$ cat src/rtl/fifo_rd_stream.sv
// fifo_rd_stream: drains a synchronous FIFO into a valid/ready stream
// through a 2-entry registered skid buffer, marking fixed-length bursts.
//
// Ports:
//   clk, rst              clock, async active-high reset
//   flush                 sync clear of buffer occupancy and burst position
//   fifo_data             FIFO head word (valid while fifo_not_empty)
//   fifo_not_empty        FIFO holds at least one word
//   fifo_pop              pop request to FIFO (never depends on m_ready)
//   m_data/m_valid/m_ready/m_last   output stream
//   burst_cnt             completed-burst counter, wraps 0xFFFF -> 0
//   busy                  buffer non-empty or FIFO non-empty
module fifo_rd_stream #(
    parameter int WIDTH = 16,
    parameter int BURST = 4,
    localparam int CW = (BURST > 1) ? $clog2(BURST) : 1
) (
    input  logic             clk,
    input  logic             rst,
    input  logic             flush,
    input  logic [WIDTH-1:0] fifo_data,
    input  logic             fifo_not_empty,
    output logic             fifo_pop,
    output logic [WIDTH-1:0] m_data,
    output logic             m_valid,
    input  logic             m_ready,
    output logic             m_last,
    output logic [15:0]      burst_cnt,
    output logic             busy
);

    localparam logic [1:0] OCC0 = 2'd0;
    localparam logic [1:0] OCC1 = 2'd1;
    localparam logic [1:0] OCC2 = 2'd2;

    localparam logic [CW-1:0] IDX_LAST = CW'(BURST - 1);

    logic [1:0]       occ_q, occ_d;
    logic [WIDTH-1:0] head_q, head_d;
    logic [WIDTH-1:0] tail_q, tail_d;
    logic [CW-1:0]    idx_q, idx_d;
    logic [15:0]      cnt_q, cnt_d;

    logic hs;
    logic at_last;

    // Pop only looks at registered occupancy and the FIFO flag, so the
    // downstream ready never reaches back into the FIFO combinationally.
    assign fifo_pop  = fifo_not_empty & (occ_q != OCC2) & ~flush & ~rst;

    assign m_valid   = (occ_q != OCC0);
    assign m_data    = head_q;
    assign hs        = m_valid & m_ready;
    assign at_last   = (idx_q == IDX_LAST);
    assign m_last    = m_valid & at_last;
    assign burst_cnt = cnt_q;
    assign busy      = m_valid | fifo_not_empty;

    always_comb begin
        occ_d  = occ_q;
        head_d = head_q;
        tail_d = tail_q;
        idx_d  = idx_q;
        cnt_d  = cnt_q;
        if (flush) begin
            // A handshake in the flush cycle is dropped along with the data.
            occ_d = OCC0;
            idx_d = '0;
        end else begin
            case (occ_q)
                OCC0: begin
                    if (fifo_pop) begin
                        head_d = fifo_data;
                        occ_d  = OCC1;
                    end
                end
                OCC1: begin
                    case ({fifo_pop, hs})
                        2'b10: begin
                            tail_d = fifo_data;
                            occ_d  = OCC2;
                        end
                        2'b01: begin
                            occ_d = OCC0;
                        end
                        2'b11: begin
                            head_d = fifo_data;
                        end
                        default: begin
                            occ_d = OCC1;
                        end
                    endcase
                end
                OCC2: begin
                    if (hs) begin
                        head_d = tail_q;
                        occ_d  = OCC1;
                    end
                end
                default: begin
                    occ_d = OCC0;
                end
            endcase
            if (hs) begin
                if (at_last) begin
                    idx_d = '0;
                    cnt_d = cnt_q + 16'd1;
                end else begin
                    idx_d = idx_q + CW'(1);
                end
            end
        end
    end

    always_ff @(posedge clk or posedge rst) begin
        if (rst) begin
            occ_q  <= OCC0;
            head_q <= '0;
            tail_q <= '0;
            idx_q  <= '0;
            cnt_q  <= '0;
        end else begin
            occ_q  <= occ_d;
            head_q <= head_d;
            tail_q <= tail_d;
            idx_q  <= idx_d;
            cnt_q  <= cnt_d;
        end
    end

endmodule

$ cat config.mk
export PLATFORM = sky130hd
export DESIGN_NAME = fifo_rd_stream
export DESIGN_NICKNAME = d
export VERILOG_FILES = /design/src/rtl/fifo_rd_stream.sv
export SDC_FILE = /design/constraint.sdc
export NUM_CORES = 1
export LEC_CHECK = 0
export ABC_AREA = 1
export CAP_MARGIN = 20
export CORE_MARGIN = 8
export CORE_UTILIZATION = 47
export DETAILED_ROUTE_END_ITERATION = 7
export PLACE_DENSITY = 0.75
export SLEW_MARGIN = 30
export SYNTH_ARGS = -nofsm -noshare
export SYNTH_HDL_FRONTEND = slang
export SYNTH_SLANG_ARGS = --single-unit
$ cat constraint.sdc
create_clock -name clk -period 3.1 [get_ports clk]
set_clock_uncertainty 0.15 [all_clocks]
set_input_delay 0.62 -clock clk [delete_from_list [all_inputs] [get_ports clk]]
set_output_delay 0.62 -clock clk [all_outputs]
set_load 0.02 [all_outputs]
==> results.tsv, run 1 <==
stage	metric	value	unit
clock_network	cts_setup_buffers	0	
global_route	grt_max_degree	53	
detailed_routing	postRouteAntennaNets	0	
clock_network	ctsLongestPathBuffers	2	
sta	max_freq	356	MHz
yosys	syn-mean-instance-area	7.74	um2
yosys	yosysWarnings	0	
clock_network	cts_tree	yes	
detailed_routing	wl	5690	um
clock_network	root_buffer	clkbuf_8	
placed_design	port_buffers	56	
sta	setup_ws	289	ps
setup_path	crit_type	in -> out	
sta	rsz0062_at_grt	no	
detailed_routing	drc	0	
detailed_routing	dr.pass1.iters	4	
yosys	synth-seq-cells	52	
sta	fin_setup_tns	0	ps
setup_path	worstPathRequired	2330	ps
finish	final_area	3330	um2
global_route	antenna_found_initial	0	
clock_network	cts_sinks	52	
die	die_h	90.0	um
global_route	grt_pass1_wl	10100	um
sta	setup_viol	0	
clock_network	cts_made_buffers	5	
finish	num_antenna_cells	0	
sta	slew_headroom	56.4	%
setup_path	crit_path_max_incr_delay	610	ps
clock_network	clk_pin_slew	100	ps
die	initial_core_util	47.7	%
finish	nets	418	
placed_design	dp_hpwl	4130	um
detailed_routing	vias_per_cell	4.82	
clock_network	clk_latency	300	ps
finish	syn_to_final_growth	29.2	%
die	design.core.area	5410	um2
setup_path	cpMostUsedCell	clkdlybuf4s50_1	
detailed_routing	dr.first_iter.drc_count	142	
detailed_routing	vias	2246	
detailed_routing	wl_per_cell	12.2	um
yosys	syn_area	2580	um2
worst_hold_path	hp-class	reg -> reg	
die	rows	27	
placed_design	gp_congestion	0.878	
sta	fin_crit_sh	90.7	%
yosys	postSynthCellCount	333	
clock_network	htree_levels	2	
run	drv_cap	0	
setup_path	critical_path.slowest_cell	clkdlybuf4s50_1	
finish	drive_above_1_share	5.58	%
placed_design	dpl-instance-area	3240	um2
outcome	status	finished clean	
clock_network	cts_resized	0	
setup_path	crit_chain	clkdlybuf4s50_1, inv_1, nand3_1, nor2_1, clkdlybuf4s50_1	
sta	hold_viol_final	0	
die	die_w	90.0	um
power	p_leak	0.00163	uW
yosys	synth_seq_area_share	50.5	%
sta	slew_viol_final	0	
setup_path	critPathCaptureType	output port	
sta	fin_crit	2810	ps
global_route	overflow	0	
placed_design	dp_slack	290	ps
power	power_density	473	nW/um2
yosys	ys_types	21	
sta	worst_slew_pin_slew	652	ps
yosys	synth_nets	358	
global_route	first_global_vias	2122	
setup_path	cp.arrival	2040	ps
power	ir_drop	240	uV
setup_path	worstPathMaxFanout	3	
global_route	track_usage	14.6	%
die	die_area	8110	um2
clock_network	postCtsHoldBufs	0	
die	ioPinCount	57	
setup_path	crit_path_start_kind	input port	
-- worst max-delay path, delay by kind of cell --
| family | cells | cell delay, ps |
|---|---|---|
| buffers and inverters | 3 | 1190 |
| AND/OR/NAND/NOR | 2 | 230 |
-- through the flow --
step / utilization (%) / cells / power (uW) / hold WS [ps]
CTS: 61.6 / 466 / 1590 / 333
detailed placement: 59.9 / 458 / 1200 / 308
finish: 61.6 / 466 / 1570 / 327
global route: 61.6 / 466 / 1660 / 361
floorplan: - / 333 / 1010 / 303
global placement: 59.9 / 458 / 1200 / 304
-- placed cells by master, fill, tap and decap left out --
cell,n
nand2_1,104
clkdlybuf4s50_1,56
dfrtp_1,52
inv_1,39
nor2_1,34
o21ai_0,25
nand3_1,23
a21oi_1,14
nand4_1,11
buf_4,7
clkbuf_8,5
xor2_1,4
ha_1,4
xnor2_1,3
clkinvlp_4,2
nand2_2,2
nor3_1,1
nor2_2,1
nand3_2,1
nor3b_4,1
o22ai_1,1
or2_2,1
nand3b_1,1
clkinv_2,1
inv_6,1
-- per-layer routing --
| metal | part of all wire (%) | up-vias | track usage, % | wire, um |
|---|---|---|---|---|
| met5 | 0 | - | 0 | 0 |
| met4 | 0.98 | 0 | 4.16 | 56 |
| met3 | 4.1 | 4 | 2.91 | 233 |
| met2 | 45 | 43 | 23.3 | 2580 |
| met1 | 50 | 1032 | 19.5 | 2820 |
| li1 | - | 1167 | - | - |
-- flip-flops by register name, indices dropped and copies added (netlist names) --
signal     flops
m_data        16
burst_cnt     16
idx_q          2
tail_q        16
occ_q          2
-- path summary, 6_finish.rpt --
check                             end  cells past startpoint  slack (ps)       from
max                          fifo_pop                      5         290      flush
min                         m_data[3]                      2         330  m_data[3]
max reg2reg                 m_data[9]                      9         770   occ_q[1]
min reg2reg                 m_data[3]                      2         330  m_data[3]
max in group asynchronous  tail_q[10]                      3        1600        rst
min in group asynchronous  tail_q[14]                      3         780        rst
-- layout make-up --
| class | instances | area [um2] |
|---|---|---|
| multi-input cells | 231 | 1080 |
| clock buffers | 5 | 68.8 |
| well taps | 72 | 90.1 |
| flip-flops and latches | 52 | 1300 |
| inverters | 40 | 154 |
| fillers | 494 | 2080 |
| clock inverters | 3 | 21.3 |
| repair buffers | 63 | 613 |
-- where the power goes --
group | switching [uW] | internal (uW) | leakage (uW)
clock network | 228 | 161 | 0.0000445
logic | 200 | 174 | 0.000952
registers | 43.6 | 767 | 0.000638
total | 472 | 1100 | 0.00163
-- synth_stat cells --
| master | instances | area, um2 |
|---|---|---|
| nand3_1 | 23 | 115 |
| nor2_2 | 1 | 6.26 |
| nor3_1 | 1 | 5.00 |
| dfrtp_1 | 52 | 1300 |
| nand3b_1 | 1 | 7.51 |
| clkbuf_1 | 5 | 18.8 |
| o21ai_0 | 25 | 125 |
| nand2_2 | 2 | 12.5 |
| o22ai_1 | 1 | 6.26 |
| nand4_1 | 11 | 68.8 |
| a21oi_1 | 14 | 70.1 |
| inv_1 | 40 | 150 |
| nor2_1 | 34 | 128 |
| ha_1 | 4 | 50.1 |
| or2_2 | 1 | 6.26 |
| nor3b_4 | 1 | 18.8 |
| xnor2_1 | 3 | 26.3 |
| buf_2 | 5 | 25.0 |
| nand3_2 | 1 | 10.0 |
| xor2_1 | 4 | 35.0 |
| nand2_1 | 104 | 390 |
-- kinds of logic after synthesis --
family / count (synthesis) / synth area share [%]
and+or+nand+nor: 180 / 29.8
DFF: 52 / 50.5
buffers and inverters: 50 / 7.53
AOI/OAI and AO/OA: 40 / 7.82
xor gates and xnor gates: 7 / 2.38
adders and majority gates: 4 / 1.94
Note: power is estimated with default switching activity, not from simulation.
==> inputs of run 2 (changes only) <==
--- a/config.mk
+++ b/config.mk
@@ -10,7 +10,7 @@
 export CORE_MARGIN = 8
 export CORE_UTILIZATION = 47
 export DETAILED_ROUTE_END_ITERATION = 7
-export PLACE_DENSITY = 0.75
+export PLACE_DENSITY = 0.77
 export SLEW_MARGIN = 30
 export SYNTH_ARGS = -nofsm -noshare
 export SYNTH_HDL_FRONTEND = slang
==> results.tsv, run 2 (synthesis results as in run 1) <==
stage	metric	value	unit	change
power	p_comb_share	24.2	%	+0.4 points
finish	layout_commonest_cell	nand2_1		
sta	worst_slew_pin_slew	649	ps	-2.67 ps
die	die_h	90.0	um	unchanged
global_route	first_global_vias	2245		+5.8%
finish	syn_to_final_growth	28.8	%	
global_route	overflow	0		unchanged
setup_path	worstPathMaxFanout	3		unchanged
detailed_routing	postRouteAntennaNets	0		unchanged
power	ir_drop	250	uV	+4.2%
die	die_area	8110	um2	unchanged
finish	drive_above_1_share	5.09	%	-0.49 points
power	power_density	467	nW/um2	-1.2%
setup_path	critical_path.slowest_cell	clkdlybuf4s50_1		
setup_path	crit_chain	clkdlybuf4s50_1, inv_1, nand3_1, nor2_1, clkdlybuf4s50_1		
die	initial_core_util	47.7	%	unchanged
setup_path	cp.arrival	2100	ps	+60 ps
setup_path	worstPathRequired	2330	ps	about the same
run	drv_cap	0		unchanged
setup_path	reg2reg_to	m_data[8]		
global_route	grt_pass1_wl	10400	um	+2.9%
setup_path	rr_startpoint	occ_q[0]		
setup_path	endpoint	fifo_pop		
outcome	status	finished clean		
die	rows	27		unchanged
placed_design	dpl-instance-area	3240	um2	unchanged
finish	final_area	3320	um2	-0.38%
power	p_int	1090	uW	-0.66%
setup_path	critPathCaptureType	output port		
setup_path	rrSetupSlack	920	ps	+150 ps
die	design.core.area	5410	um2	unchanged
clock_network	cts_resized	0		unchanged
sta	slew_viol_final	0		unchanged
global_route	antenna_found_initial	0		unchanged
clock_network	cts_made_buffers	5		unchanged
clock_network	cts_tree	yes		
setup_path	startpoint	flush		
clock_network	clk_pin_slew	90	ps	about the same
setup_path	crit_path_start_kind	input port		
clock_network	cts_setup_buffers	0		unchanged
clock_network	cts_sinks	52		unchanged
die	die_w	90.0	um	unchanged
clock_network	root_buffer	clkbuf_8		
sta	setup_viol	0		unchanged
sta	max_freq	348	MHz	-2.1%
detailed_routing	wl	5990	um	+5.3%
sta	fin_crit_sh	92.6	%	+1.9 points
sta	fin_crit	2870	ps	+60.1 ps
setup_path	crit_path_max_incr_delay	610	ps	about the same
detailed_routing	wl_per_cell	12.9	um	+5.5%
finish	final_cell_mix	104 x nand2_1, 56 x clkdlybuf4s50_1, 52 x dfrtp_1		
power	swShare	29.3	%	-0.66 points
sta	hold_viol_final	0		unchanged
placed_design	port_buffers	56		unchanged
sta	slew_headroom	56.7	%	+0.29 points
global_route	track_usage	15.1	%	+0.53 points
detailed_routing	vias	2326		+3.6%
finish	instances_no_fill	465		-0.21%
setup_path	path_buf_inv	3		unchanged
power	power_frac_seq	52.5	%	+1.0 points
finish	fin_util	61.4	%	-0.23 points
clock_network	clk_latency	290	ps	about the same
power	p_leak	0.00163	uW	-0.18%
placed_design	placed_cells	458		unchanged
placed_design	gp_congestion	0.911		+3.9%
detailed_routing	drc	0		unchanged
finish	nets	418		unchanged
detailed_routing	dr.first_iter.drc_count	127		-11%
detailed_routing	vias_per_cell	5.00		+3.8%
global_route	grt_max_degree	53		unchanged
detailed_routing	dr.pass1.iters	4		unchanged
placed_design	dp_hpwl	4380	um	+6.2%
power	net-switching-power	454	uW	-3.7%
sta	rsz0062_at_grt	no		
die	ioPinCount	57		unchanged
setup_path	critPathTopFamily	buffers and inverters		
worst_hold_path	hp-class	reg -> reg		
clock_network	ctsLongestPathBuffers	2		unchanged
setup_path	rr_worst_depth	9		unchanged
setup_path	crit_type	in -> out		
setup_path	cp.depth	5		unchanged
power	p_clk_share	23.3	%	-1.4 points
clock_network	postCtsHoldBufs	0		unchanged
sta	fin_setup_tns	0	ps	unchanged
setup_path	cpMostUsedCell	clkdlybuf4s50_1		
finish	num_antenna_cells	0		unchanged
clock_network	htree_levels	2		unchanged
## run 2: cell types whose count changed in the layout (fill, tap and decap cells not counted), sizes merged
cell / delta
clkbuf: +1
clkinvlp: -1
inv: -1
## run 2: power groups by stage
stage,registers [uW],clock network [uW],logic (uW)
floorplan,890,0,123
global placement,824,0,372
detailed placement,826,0,381
CTS,814,378,381
global route,825,404,414
finish,814,361,374
## run 2: metrics by stage
step           setup slack [ps]  total power [uW]  hold slack (ps)
3_5_place_dp                195              1210              308
2_1_floorplan               159              1010              303
5_1_grt                     179              1640              360
4_1_cts                     217              1570              331
6_report                    229              1550              326
3_3_place_gp                284              1200              304
## run 2: area by class of cell
class	instances	area, um2
Sequential cell	52	1300
Inverter	40	154
Clock inverter	1	5.00
Timing Repair Buffer	63	613
Fill cell	492	2090
Clock buffer	6	72.6
Multi-Input combinational cell	231	1080
Tap cell	72	90.1
## run 2: worst register-to-register path, cell delays in order, from the launching register on
cell     delay (ps)
dfrtp_1         400
nor2_1           80
buf_4           160
nor2_2          180
ha_1            220
a21oi_1         120
nor3b_4         310
nand2_2         270
nand2_1         130
nand2_1          60
## run 2: worst min-delay path by stage
stage | startpoint | to | slack, ps | cells after the start
floorplan | tail_q[0] | tail_q[0] | 300 | 2
global placement | m_data[4] | m_data[4] | 300 | 2
detailed placement | m_data[4] | m_data[4] | 310 | 2
CTS | m_data[4] | m_data[4] | 330 | 2
global route | m_data[1] | m_data[1] | 360 | 2
finish | m_data[4] | m_data[4] | 330 | 2
## run 2: per-layer routing
| metal | global-route usage, % | part of all wire (%) |
|---|---|---|
| met1 | 19.0 | 45 |
| met2 | 25.1 | 48 |
| met3 | 3.08 | 5.3 |
| met4 | 5.27 | 1.3 |
| met5 | 0 | 0 |
